$ cat src/rtl/load_sched_pkg.sv
// Shared types and helpers for the load-value scheduler.
`default_nettype none

package load_sched_pkg;

  typedef enum logic [1:0] {
    IDLE  = 2'd0,
    ISSUE = 2'd1,
    WAIT  = 2'd2
  } sched_state_t;

  // Terminal count of a free-running counter of the given width.
  function automatic logic [63:0] max_count(input int width);
    return (64'd1 << width) - 64'd1;
  endfunction

endpackage

`default_nettype wire

$ cat src/rtl/load_sched_fifo.sv
// Request FIFO for the load-value scheduler; LOAD_SCHED_COALESCE_EN enables
// overwriting the newest entry when a push arrives while full.
`default_nettype none

module load_sched_fifo #(
  parameter int WIDTH = 4,
  parameter int DEPTH = 4,
  localparam int LW = $clog2(DEPTH + 1),
  localparam int PW = $clog2(DEPTH)
) (
  input  logic             clk,
  input  logic             rst_n,
  input  logic             push,
  input  logic             pop,
  input  logic [WIDTH-1:0] wdata,
  output logic [WIDTH-1:0] head,
  output logic [LW-1:0]    level,
  output logic             full,
  output logic             empty
);

  logic [WIDTH-1:0] mem [DEPTH];
  logic [PW-1:0]    rd_ptr;
  logic [PW-1:0]    wr_ptr;
  logic [PW-1:0]    w_idx;
  logic             do_write;
  logic             do_over;
  logic             do_pop;

  assign full     = (level == LW'(DEPTH));
  assign empty    = (level == '0);
  assign do_write = push && !full;
  assign do_pop   = pop && !empty;

`ifdef LOAD_SCHED_COALESCE_EN
  // Newest entry is replaced; when it is also the outstanding head, drop.
  assign do_over = push && full && (level > LW'(1));
`else
  assign do_over = 1'b0;
`endif

  always_comb begin
    w_idx = wr_ptr;
    if (do_over) begin
      w_idx = wr_ptr - PW'(1);
    end
  end

  assign head = empty ? '0 : mem[rd_ptr];

  always_ff @(posedge clk or negedge rst_n) begin
    if (!rst_n) begin
      for (int i = 0; i < DEPTH; i++) begin
        mem[i] <= '0;
      end
      rd_ptr <= '0;
      wr_ptr <= '0;
      level  <= '0;
    end else begin
      if (do_write || do_over) begin
        mem[w_idx] <= wdata;
      end
      if (do_write) begin
        wr_ptr <= wr_ptr + PW'(1);
      end
      if (do_pop) begin
        rd_ptr <= rd_ptr + PW'(1);
      end
      case ({do_write, do_pop})
        2'b10:   level <= level + LW'(1);
        2'b01:   level <= level - LW'(1);
        default: level <= level;
      endcase
    end
  end

endmodule

`default_nettype wire

$ cat src/rtl/load_value_scheduler.sv
// Feeds buffered reload values to the load-value counter, popping each at wrap.
// Optional LOAD_SCHED_COALESCE_EN: always ready, newest entry overwritten when full.
`default_nettype none

module load_value_scheduler
  import load_sched_pkg::*;
#(
  parameter int WIDTH = 4,
  parameter int DEPTH = 4,
  localparam int LW = $clog2(DEPTH + 1)
) (
  input  logic             Clk,
  input  logic             Rst_l,
  input  logic             Req_Valid,
  output logic             Req_Ready,
  input  logic [WIDTH-1:0] Req_Value,
  input  logic [WIDTH-1:0] Count,
  output logic             Load_Value_Valid,
  output logic [WIDTH-1:0] Load_Value,
  output logic             Load_Done,
  output logic [LW-1:0]    Fifo_Level
);

  localparam logic [WIDTH-1:0] MAXC = WIDTH'(max_count(WIDTH));

  sched_state_t state;
  logic         fifo_full;
  logic         fifo_empty;
  logic         push;
  logic         pop;

`ifdef LOAD_SCHED_COALESCE_EN
  assign Req_Ready = 1'b1;
`else
  assign Req_Ready = !fifo_full;
`endif

  assign push = Req_Valid && Req_Ready;
  // The counter only takes the value once its load flag was set by a prior pulse.
  assign pop  = (state == WAIT) && (Count == MAXC) && !fifo_empty;

  load_sched_fifo #(
    .WIDTH (WIDTH),
    .DEPTH (DEPTH)
  ) u_fifo (
    .clk   (Clk),
    .rst_n (Rst_l),
    .push  (push),
    .pop   (pop),
    .wdata (Req_Value),
    .head  (Load_Value),
    .level (Fifo_Level),
    .full  (fifo_full),
    .empty (fifo_empty)
  );

  always_ff @(posedge Clk or negedge Rst_l) begin
    if (!Rst_l) begin
      state            <= IDLE;
      Load_Value_Valid <= 1'b0;
      Load_Done        <= 1'b0;
    end else begin
      Load_Value_Valid <= 1'b0;
      Load_Done        <= 1'b0;
      case (state)
        IDLE: begin
          if (!fifo_empty) begin
            state            <= ISSUE;
            Load_Value_Valid <= 1'b1;
          end
        end
        ISSUE: begin
          state <= WAIT;
        end
        WAIT: begin
          if (pop) begin
            Load_Done <= 1'b1;
            if (Fifo_Level > LW'(1)) begin
              state            <= ISSUE;
              Load_Value_Valid <= 1'b1;
            end else begin
              state <= IDLE;
            end
          end
        end
        default: begin
          state <= IDLE;
        end
      endcase
    end
  end

endmodule

`default_nettype wire

$ cat config.mk
export PLATFORM = sky130hd
export DESIGN_NAME = load_value_scheduler
export DESIGN_NICKNAME = d
export VERILOG_FILES = /design/src/rtl/load_sched_pkg.sv /design/src/rtl/load_sched_fifo.sv /design/src/rtl/load_value_scheduler.sv
export SDC_FILE = /design/constraint.sdc
export NUM_CORES = 1
export LEC_CHECK = 0
export ABC_AREA = 1
export ABC_CLOCK_PERIOD_IN_PS = 3300
export BUFFER_PORTS_ARGS = -buffer_cell sky130_fd_sc_hd__buf_2
export CAP_MARGIN = 15
export CORE_ASPECT_RATIO = 0.6
export CORE_MARGIN = 2
export CORE_UTILIZATION = 45
export CTS_CLUSTER_SIZE = 25
export DETAILED_ROUTE_END_ITERATION = 6
export PLACE_DENSITY = 0.69
export SETUP_SLACK_MARGIN = 0.3
export SYNTH_ARGS = -nofsm -noshare
export SYNTH_HDL_FRONTEND = slang
export SYNTH_HIERARCHICAL = 1
export SYNTH_SLANG_ARGS = --single-unit
$ cat constraint.sdc
create_clock -name Clk -period 3.3 [get_ports Clk]
set_input_delay 0.33 -clock Clk [delete_from_list [all_inputs] [get_ports Clk]]
set_output_delay 0.33 -clock Clk [all_outputs]
set_load 0.1 [all_outputs]
==> results.txt <==
- The flow ran to the end, and the final reports show no timing, DRC or antenna violations.
- Largest driver fanout on the critical path: 6
- Initial antenna violation count: 0
- Worst path required time: 3470 ps
* Fmax: 0.4304 GHz
* Number of top-level pins: 21
* Total setup violations reported at the end of the flow: 0
* Overall overflow remaining after global route: 0
- In this run the worst hold path is classified as primary input to async pin.
* Clock tree from TritonCTS: done
- Detailed-route wire length: 3129 µm
- Once detail routing completed, the nets flagged for antenna violations numbered 0.
* Aggregate global-route resource usage: roughly 19%
- Count of pins over their slew limit: 0
* Sequential cell area: between 600 and 700 µm²
- Entering global routing, the biggest net connects 28 pins.
* Crit Reg-Reg Startpoint: u_fifo/level[2]
- Type of element launching the critical path: flop
- At the end of routability-driven placement, the weighted congestion stood at 0.8825.
* Endpoint class of the critical path: flop
- Number of failing hold endpoints at the final stage: 0
- Before antenna repair, the detailed router went through 4 iterations.
- Area of the die: roughly 3900 µm²
- Initial core utilization: 46.97%
- After the first detailed-routing iteration, the DRC count stood at 84.
- Measured against the total synthesized area, the mux share comes to 0%.
* Proportion of synthesized chip area in sequential cells: 44.08%
- Once the clock tree was built, the setup fixing pass inserted 0 buffers.
* Place WS: about 1000 ps
- Area growth from synthesis to final layout: 10.78%
- The critical path starts at u_fifo/level[2].
* Number of global-route vias before repair: roughly 1100
- The post-route netlist has between 10% and 20% of its cells at a drive strength greater than 1.
* Worst slew pin tran: approximately 580 ps
- Num rows: 16
- Counting the fill cells in the layout gives between 300 and 400.
- In this run the vertical extent of the chip is slightly below 50 µm.
- The synthesized netlist devotes 2.449% of its cell area to compound gates.
* Core area: approximately 3300 µm²
- Setup slack closes at about 980 ps.
- In this run the number of H-tree levels came out at 1.
- Once the clock tree was built, the resizer swapped 0 gates to a different size.
* Post-detailed-placement half-perimeter wirelength: 2463 µm
- The routed layout has between 1000 and 1500 vias.
- Combinational family with the most area after synthesis: simple AND/OR/NAND/NOR gates
- Across the run, the number of max-cap violations was 0.
- Measured against its own limit, the worst slew margin works out to approximately three fifths.
* Yosys warns: 6
* Shortest clock period the worst path allows after layout: around 2300 ps
* Clock Root Buffer: sky130_fd_sc_hd__clkbuf_8
- Counting every sink on the clock net gives 27.
* Share of synthesized cell area in full adder, half adder and majority cells: under 10%
* Synthesized netlist net count: 213
- Across all hold checks on the routed design, the worst slack comes to just under 40 ps.
- After detailed routing, the number of vias per cell comes to 4.731.
- Number of nets in the final layout: between 200 and 250
* Unrepaired setup endpoints after global routing: no
- For this run, design rule violations remaining after detail routing come to 0.
* Port bufs: 20
* WL per Instance: 12.03 µm
- Synthesized cell area: 1533 µm²
* Area of the multi-input gates: 684.4 µm²
* Post-Syn Area per Cell: between 7 and 8 µm²
- Once placement finished, the instance area stood at about 1700 µm².
* Data arrival time of the critical path: between 2000 and 2500 ps
- Layout Cell Area excl Fill: approximately 1700 µm²
- Clock transition at the registers of the reported paths: approximately 90 ps
* Post-route clock skew: between 8 and 9 ps
- The synthesized netlist contains 23 unique library cells.
- Max Buffers Root-to-Sink: 2
- Critical path start-end classification: flop to flop
* # hold bufs at CTS: 0
- Final cycle utilization of the critical path: between 70% and 80%
* Total CTS buffers: 3
- Basic-gate share of the synthesized area counting and, or, nand and nor cells: between 30% and 40%
* Post-synthesis register bit count: 27
- Setup Total Neg Slack: 0 ps
- At the later pin of the worst-skew pair, clock insertion delay measures approximately 280 ps.
- The synthesized netlist devotes 1.143% of its cell area to XOR and XNOR gates.
* Cells after synthesis: slightly below 200
- The first global-routing pass estimated approximately 5500 µm of wire.
- Overall die width: ~79 µm
- Number of antenna cells inserted: 0
-- layer usage --
metal | track usage (%) | up-vias | wire length [µm]
met5 | 0 | - | 0
met4 | 2.586 | 0 | 21
met3 | 5.556 | 2 | 190
met2 | 23.73 | 27 | 1182
met1 | 30.51 | 545 | 1734
li1 | - | 656 | -
-- synth_stat cells (all sizes together) --
cell	number	area share [%]
a21oi	4	1.3
buf	6	2.9
dfrtp	27	44
fa	1	1.3
ha	5	4.1
inv	34	8.3
nand2	69	18
nand3	21	8.7
nand4	17	6.9
nor2	5	1.4
nor3	2	0.65
o21ai	2	0.65
o21bai	1	0.49
xnor2	2	1.1
-- path summary, 6_finish.rpt --
kind | end | slack (ps) | cells after the start
setup / recovery | u_fifo/level[2] | 980 | 15
setup reg to reg | u_fifo/level[2] | 980 | 15
max in group asynchronous | u_fifo/level[0] | 2870 | 1
min in group Clk | Load_Done | 320 | 3
hold / removal | u_fifo/mem[14] | 40 | 1
hold reg to reg | u_fifo/mem[14] | 480 | 2
-- state kept, by name, summed over array words and instances (netlist names) --
signal            cells
Load_Done             1
u_fifo/mem           16
u_fifo/level          3
state                 2
u_fifo/rd_ptr         2
Load_Value_Valid      1
u_fifo/w_idx          2
-- cell families (layout without fill, tap and decap cells) --
| kind of cell | Yosys count | count (layout) |
|---|---|---|
| simple gates | 114 | 114 |
| xor+xnor | 2 | 2 |
| buf+inv | 40 | 59 |
| compound gates | 7 | 7 |
| fa+ha+maj | 6 | 6 |
| flops | 27 | 27 |
-- placed cells by master (no fill, tap or decap), drive strengths merged --
master,count
nand2,69
inv,34
dfrtp,27
buf,21
nand3,21
nand4,17
ha,5
nor2,5
a21oi,4
clkbuf,3
nor3,2
xnor2,2
o21ai,2
o21bai,1
clkinv,1
fa,1
-- area by class of cell --
cell class                 instances  share of cell area (%)
multi-input combinational        129                   40.31
sequential                        27                   39.79
inverter                          34                   7.517
timing repair buffer              21                   6.337
tap                               45                   3.316
clock buffer                       3                   2.432
clock inverter                     1                  0.2948
-- per-stage QoR --
stage	utilization, %	instances
global route	52.03	260
detailed placement	50.61	256
floorplan	-	196
global placement	50.61	256
CTS	52.03	260
finish	52.03	260
-- worst max-delay path, stage by stage (launching register included) --
cell and delay (ps):
sky130_fd_sc_hd__dfrtp_1 450, sky130_fd_sc_hd__inv_1 100, sky130_fd_sc_hd__nand3_2 110, sky130_fd_sc_hd__inv_2 70, sky130_fd_sc_hd__inv_1 70, sky130_fd_sc_hd__nand3_1 110
sky130_fd_sc_hd__nor3_1 200, sky130_fd_sc_hd__nand2_1 150, sky130_fd_sc_hd__inv_1 80, sky130_fd_sc_hd__ha_1 150, sky130_fd_sc_hd__inv_1 60, sky130_fd_sc_hd__fa_1 370
sky130_fd_sc_hd__nand2_1 100, sky130_fd_sc_hd__nand3_1 70, sky130_fd_sc_hd__nand2_1 60, sky130_fd_sc_hd__nand2_1 50
Power is not shown: default switching activity piles up to over one toggle a cycle in this logic, so the estimate is an artifact.
